[src/rtl/alu_op_sequencer.sv]
// Command sequencer for the external ALU: single-op EXEC path plus an iterative
// shift-add multiply built on the ALU ADD operation.
module alu_op_sequencer #(
    parameter int unsigned DATA_W = 64
) (
    input  logic              clk,
    input  logic              rst_n,
    input  logic              cmd_valid,
    output logic              cmd_ready,
    input  logic [2:0]        cmd_op,
    input  logic [DATA_W-1:0] cmd_a,
    input  logic [DATA_W-1:0] cmd_b,
    output logic [2:0]        alu_op,
    output logic [DATA_W:0]   alu_a,
    output logic [DATA_W:0]   alu_b,
    input  logic [DATA_W-1:0] alu_result,
    input  logic              alu_zero,
    output logic              rsp_valid,
    input  logic              rsp_ready,
    output logic [DATA_W-1:0] rsp_result,
    output logic              rsp_zero,
    output logic              rsp_err,
    output logic              busy
);
    localparam int unsigned CNT_W = $clog2(DATA_W) + 1;

    typedef enum logic [1:0] {IDLE, EXEC, MUL, DONE} state_t;

    state_t              state;
    logic [DATA_W-1:0]   mcand;
    logic [DATA_W-1:0]   mplier;
    logic [CNT_W-1:0]    cnt;
    logic                err;
    logic                alu_zero_unused;

    // The ALU zero flag is ignored: rsp_zero must also cover illegal ops.
    assign alu_zero_unused = alu_zero;
    assign cmd_ready       = (state == IDLE);
    assign busy            = (state != IDLE);

    // The accumulator lives in alu_a; each MUL cycle feeds the ALU sum straight back into it.
    always_ff @(posedge clk or negedge rst_n) begin
        if (!rst_n) begin
            state      <= IDLE;
            mcand      <= '0;
            mplier     <= '0;
            cnt        <= '0;
            err        <= 1'b0;
            alu_op     <= 3'b000;
            alu_a      <= '0;
            alu_b      <= '0;
            rsp_valid  <= 1'b0;
            rsp_result <= '0;
            rsp_zero   <= 1'b0;
            rsp_err    <= 1'b0;
        end else begin
            case (state)
                IDLE: begin
                    if (cmd_valid) begin
                        if (cmd_op == 3'b101) begin
                            state  <= MUL;
                            err    <= 1'b0;
                            mcand  <= cmd_a;
                            mplier <= cmd_b;
                            cnt    <= '0;
                            alu_op <= 3'b000;
                            alu_a  <= '0;
                            alu_b  <= cmd_b[0] ? {1'b0, cmd_a} : '0;
                        end else if (cmd_op[2:1] == 2'b11) begin
                            state  <= EXEC;
                            err    <= 1'b1;
                            alu_op <= 3'b000;
                            alu_a  <= '0;
                            alu_b  <= '0;
                        end else begin
                            state  <= EXEC;
                            err    <= 1'b0;
                            alu_op <= cmd_op;
                            alu_a  <= {1'b0, cmd_a};
                            alu_b  <= {1'b0, cmd_b};
                        end
                    end
                end
                EXEC: begin
                    state      <= DONE;
                    rsp_valid  <= 1'b1;
                    rsp_result <= err ? '0 : alu_result;
                    rsp_zero   <= err | (alu_result == '0);
                    rsp_err    <= err;
                    alu_op     <= 3'b000;
                    alu_a      <= '0;
                    alu_b      <= '0;
                end
                MUL: begin
                    mcand  <= mcand << 1;
                    mplier <= mplier >> 1;
                    cnt    <= cnt + 1'b1;
                    alu_op <= 3'b000;
                    if (mplier[DATA_W-1:1] == '0 || cnt == CNT_W'(DATA_W - 1)) begin
                        state      <= DONE;
                        rsp_valid  <= 1'b1;
                        rsp_result <= alu_result;
                        rsp_zero   <= (alu_result == '0);
                        rsp_err    <= 1'b0;
                        alu_a      <= '0;
                        alu_b      <= '0;
                    end else begin
                        alu_a <= {1'b0, alu_result};
                        alu_b <= mplier[1] ? {1'b0, mcand << 1} : '0;
                    end
                end
                DONE: begin
                    if (rsp_ready) begin
                        state     <= IDLE;
                        rsp_valid <= 1'b0;
                    end
                end
                default: state <= IDLE;
            endcase
        end
    end
endmodule

[config.mk]
export PLATFORM = sky130hd
export DESIGN_NAME = alu_op_sequencer
export DESIGN_NICKNAME = d
export VERILOG_FILES = /design/src/rtl/alu_op_sequencer.sv
export SDC_FILE = /design/constraint.sdc
export NUM_CORES = 1
export LEC_CHECK = 0
export ABC_AREA = 0
export BUFFER_PORTS_ARGS = -buffer_cell sky130_fd_sc_hd__buf_2
export CAP_MARGIN = 40
export CORE_MARGIN = 2
export CORE_UTILIZATION = 35
export CTS_BUF_LIST = sky130_fd_sc_hd__clkbuf_4
export DETAILED_ROUTE_END_ITERATION = 8
export MAX_ROUTING_LAYER = met4
export SLEW_MARGIN = 20
export SYNTH_ARGS = -nofsm -noshare
export SYNTH_HDL_FRONTEND = slang
export SYNTH_SLANG_ARGS = --single-unit
[constraint.sdc]
create_clock -name clk -period 3.85 [get_ports clk]
set_clock_uncertainty 0.1 [all_clocks]
set_input_delay 0.77 -clock clk [delete_from_list [all_inputs] [get_ports clk]]
set_output_delay 0.77 -clock clk [all_outputs]
set_load 0.02 [all_outputs]
### Yosys cells after proc, flatten, opt, wreduce, memory -nomap -nowiden

Index checks and enable logic that the tools add are counted.

| storage, ports and cells | value |
|---|---|
| bits in registers | 337 |
| input port bits | 200 |
| output and inout bits | 202 |
| logic and storage cells | 84 |

| operators by class | value |
|---|---|
| add/subtract/negate cells | 1 |
| equal/unequal tests | 10 |
| mux-type cells | 42 |
| bitwise logic cells | 1 |
| reduce and logical (&&, ||, !) cells | 18 |

Operator list:

| operator | count |
|---|---|
| $mux W64 | 12 |
| $pmux W65 S3 | 2 |
| $pmux W64 S2 | 2 |
| $mux W65 | 2 |
| $mux W63 | 2 |
| $pmux W63 S2 | 1 |
| $logic_not A64 Y1 | 1 |
| $logic_not A63 Y1 | 1 |
| $mux W7 | 2 |
| $pmux W7 S2 | 1 |
| $mux W3 | 3 |
| $reduce_and A3 Y1 | 3 |
| $mux W2 | 4 |
| $pmux W2 S4 | 1 |
| $reduce_and A2 Y1 | 4 |
| $reduce_bool A2 Y1 | 4 |
| $add A7 B1 Y7 const B | 1 |
| $eq A7 B6 Y1 const B | 1 |
| $eq A2 B2 Y1 const B | 3 |
| $mux W1 | 6 |
| $ne A2 B2 Y1 const B | 3 |
| $pmux W3 S2 | 1 |
| $reduce_bool A3 Y1 | 2 |
| $pmux W1 S2 | 2 |
| other kinds (8) | 8 |

### Logic depth before layout (Yosys ltp)

| depth | value |
|---|---|
| depth in word-level cells | 5 |
| depth in mapped cells | 10 |
| mapped depth without buffers | 7 |

### Worst setup path after synthesis

OpenSTA, ideal clock, no wires.

| path | value |
|---|---|
| kind | flip-flop to flip-flop |
| start | reg state[0] |
| end | reg mcand[60] |
| library setup time | 0.136 ns |
| arrival time | 2.321 ns |
| required time | 3.614 ns |
| setup slack | 1.293 ns |
| cell stages (with the launch flop) | 10 |
| buffers on the path | 4 |
| period minus slack after synthesis | 2.557 ns |
| cell sequence | dfrtp_1 > inv_1 > ha_1 > clkbuf_1 > inv_1 > a2bb2oi_1 > buf_2 > clkbuf_1 > clkbuf_1 > o21ai_0 |

| between the ends | value |
|---|---|
| word-level cells in the longest chain between the ends | 3 |
| elaborated cells on any way between the ends | 7 |
| classes of those cells | eq/ne: 3; mux: 1; reduce/logical: 3 |

Ends and longest elaborated chain:

| element | line | RTL |
|---|---|---|
| start, declared | 29 | `state_t state;` |
| start signal, assigned | 44 | `state <= IDLE;` |
| start signal, assigned | 61 | `state <= MUL;` |
| start signal, assigned | 70 | `state <= EXEC;` |
| $logic_not A2 Y1 * | - |  |
| named net cmd_ready | 9 | `output logic cmd_ready,` |
| $ne A2 B1 Y1 (no source line) (tied with other cells) | - |  |
| $reduce_and A3 Y1 (no source line) | - |  |
| end signal, assigned | 63 | `mcand <= cmd_a;` |
| end signal, assigned | 95 | `mcand <= mcand << 1;` |
| end, declared | 30 | `logic [DATA_W-1:0] mcand;` |

The timed path passes the listed nets; every way through them passes the cells marked *.
A chain may end at the register's enable or synchronous reset.

### Worst setup path in the final report

| path | value |
|---|---|
| start | reg mplier[7] |
| end | reg alu_a[16] |

| between the ends | value |
|---|---|
| word-level cells in the longest chain between the ends | 4 |

Ends and longest elaborated chain:

| element | line | RTL |
|---|---|---|
| start, declared | 31 | `logic [DATA_W-1:0] mplier;` |
| start signal, assigned | 64 | `mplier <= cmd_b;` |
| start signal, assigned | 96 | `mplier <= mplier >> 1;` |
| $logic_not A63 Y1 | 99 | `if (mplier[DATA_W-1:1] == '0 \|\| cnt == CNT_W'(DATA_W - 1)) begin` |
| $logic_or A1 B1 Y1 | 99 |  |
| $mux W64 | 99 |  |
| $pmux W65 S3 | 57 | `case (state)` |
| end signal, assigned | 79 | `alu_a <= {1'b0, cmd_a};` |
| end signal, assigned | 108 | `alu_a <= {1'b0, alu_result};` |
| end, declared | 14 | `output logic [DATA_W:0] alu_a,` |

No other way between the ends.

==> impl_metrics.json <==
{
  "outcome": "finished clean",
  "drive_above_1_share": 0.305,
  "drc": 0,
  "wl_per_cell_microns": 21.2,
  "p_total_mw": 18.8,
  "max-slew-margin-rel": 0.463,
  "rr_endpoint": "alu_a[16]",
  "synth_top_area_share": 0.551,
  "yosys.area.top_type": "dfrtp_1",
  "setup_viol": 0,
  "gp_congestion": 0.815,
  "final-hold-violation-count": 0,
  "ys_ff_latch": 334,
  "synth_edf_count": 0,
  "core_area_sq_um": 42900,
  "r2r_slack_ns": 0.75,
  "fin_crit_sh": 0.804,
  "peakVddDrop_mv": 0.532,
  "drtAntennaViolNets": 0,
  "fmax_mhz": 323,
  "ys_types": 42,
  "grt_pass1_wl_microns": 81100,
  "hpwl_microns": 37600,
  "r2r_start": "mplier[7]",
  "cp_slowest_cell": "or4_4",
  "ios": 402,
  "rows": 76,
  "critPathLaunchType": "flop",
  "first_pass_iters": 6,
  "grt_setup_unrepaired": "no",
  "grt_max_degree": 97,
  "netlist_top_cells_area": "dfrtp_1, mux2i_1, nand2_1",
  "synth_area_sq_um": 15200,
  "cts.sinks": 334,
  "vias_per_cell": 5.40,
  "synthTopCellsByCount": "dfrtp_1, nand2_1, o21ai_0",
  "crit_path_max_incr_delay_ns": 0.78,
  "path_cells": "nor4_1, nand4_1, or4_4, buf_4, a32oi_1, a21oi_1",
  "critPathCaptureType": "flop",
  "cp_num_buf_inv": 1,
  "cp.required_ns": 4.41,
  "critPathKind": "reg -> reg",
  "drt_iter0_markers": 969,
  "antenna_found_initial": 3,
  "clockBufferDepth": 3,
  "min-delay-start": "alu_result[38]",
  "totalWireLength_microns": 54200,
  "io_buffers": 398,
  "critPathMaxFanout": 33,
  "yosysSeqAreaShare": 0.551,
  "max_cap_viol_count": 0,
  "synth_flop_cell": "dfrtp_1",
  "grt_pass1_vias": 13573,
  "power.density_nw_per_um2": 977,
  "tritoncts": "built",
  "die_w_microns": 212,
  "arrival_ns": 3.66,
  "cp_top_family": "simple AND/OR/NAND/NOR gates",
  "syn_area_per_cell_sq_um": 10.2,
  "areaGrowthSynthToFinish_pct": 26.8,
  "worstHoldEndpoint": "rsp_result[38]",
  "die_h_microns": 212,
  "drv_slew": 0,
  "whs_path_depth": 2,
  "die_area_sq_um": 45000,
  "rr_worst_depth": 6,
  "leakage_nw": 8.95,
  "setup_tns_ns": 0,
  "clk_latency_ns": 0.84,
  "async_flop_share": 1.00,
  "cts-root-buf": "clkbuf_4",
  "grt_overflow_total": 0,
  "htreeDepth": 3,
  "layout.nets": 2100,
  "tightest_slew_ns": 0.805,
  "start_util": 0.354,
  "synth_cells": 1488,
  "vias": 13826,
  "gr-usage-all-layers": 0.245,
  "synth.most_common_cell": "dfrtp_1",
  "hold_class": "in -> reg",
  "cts_buffers": 95,
  "fin_crit_ns": 3.10,
  "yosys_warnings": 0,
  "clk_pin_slew_ns": 0.07,
  "cts_setup_buffers": 0
}
-- worst max-delay path by stage --
stage               from   endpoint  cells after the start
2_1_floorplan   state[0]  mcand[60]                      9
3_3_place_gp    state[0]  alu_b[23]                      7
6_report       mplier[7]  alu_a[16]                      6
5_1_grt        mplier[7]  alu_a[33]                      6
4_1_cts        mplier[7]  alu_a[16]                      6
3_5_place_dp   mplier[6]  alu_a[33]                      6
-- metrics by stage --
step                      instances  setup slack, ns  cell area [sq um]  hold slack [ns]  utilization
after floorplan                1489             1.29              15200            0.350            -
after global routing           2559            0.735              19200           0.0283        0.448
after CTS                      2555            0.741              19200         0.000291        0.448
final                          2560            0.753              19200            0.103        0.449
after global placement         2374            0.603              17800            0.362        0.415
after detailed placement       2378            0.774              17900            0.373        0.417
-- layout make-up --
class,count,area (sq um)
Clock inverter,29,193
Multi-Input combinational cell,1014,6250
Timing Repair Buffer,439,2560
Inverter,10,37.5
Clock buffer,145,1090
Fill cell,4191,23700
Antenna cell,4,10.0
Tap cell,585,732
Sequential cell,334,8360
-- repair_timing --
action,CTS,global route
resized for setup,0,0
hold buffers,3,0
endpoints found under the hold margin,72,0
-- where the power goes --
part           internal [mW]  total [mW]  switching (mW)  leakage, nW
logic                   3.32        8.99            5.66         4.02
clock network           1.91        3.52            1.60        0.757
registers               5.22        6.28            1.06         4.18
total                   10.5        18.8            8.33         8.95
-- routing by layer --
| layer | up-vias | track usage | share of wire |
|---|---|---|---|
| met4 | 0 | 0.0896 | 0.021 |
| met1 | 6846 | 0.316 | 0.43 |
| li1 | 6341 | - | - |
| met5 | - | - | 0 |
| met3 | 77 | 0.0487 | 0.067 |
| met2 | 562 | 0.384 | 0.48 |
-- flip-flops by register name, summed over array words and instances, names as in the netlist --
signal,cells
err,1
cnt,7
rsp_result,64
alu_a,64
rsp_err,1
rsp_valid,1
alu_b,64
state,2
mcand,63
mplier,63
rsp_zero,1
alu_op,3
-- layout by cell type (no fill, tap or decap), types with 63 or more instances in the layout --
cell type | Yosys | final
buf_2 | 10 | 397
a32oi_1 | 64 | 64
nor2_1 | 134 | 133
mux2i_1 | 126 | 126
o21ai_0 | 135 | 134
a22o_1 | 66 | 66
nand2_1 | 205 | 205
a22oi_1 | 63 | 63
clkbuf_4 | 0 | 145
a21oi_1 | 71 | 70
dfrtp_1 | 334 | 334
-- kinds of logic (layout without fill, tap and decap cells) --
| family | count (synthesis) | count (layout) | share of synthesized area |
|---|---|---|---|
| fa+ha+maj | 6 | 6 | 0.00495 |
| simple gates | 399 | 399 | 0.108 |
| flops | 334 | 334 | 0.551 |
| buf+inv | 141 | 623 | 0.0417 |
| other cells | 1 | 6 | 0.000247 |
| mux | 127 | 127 | 0.0839 |
| compound gates | 480 | 480 | 0.210 |
Note: power is estimated with default switching activity, not from simulation.
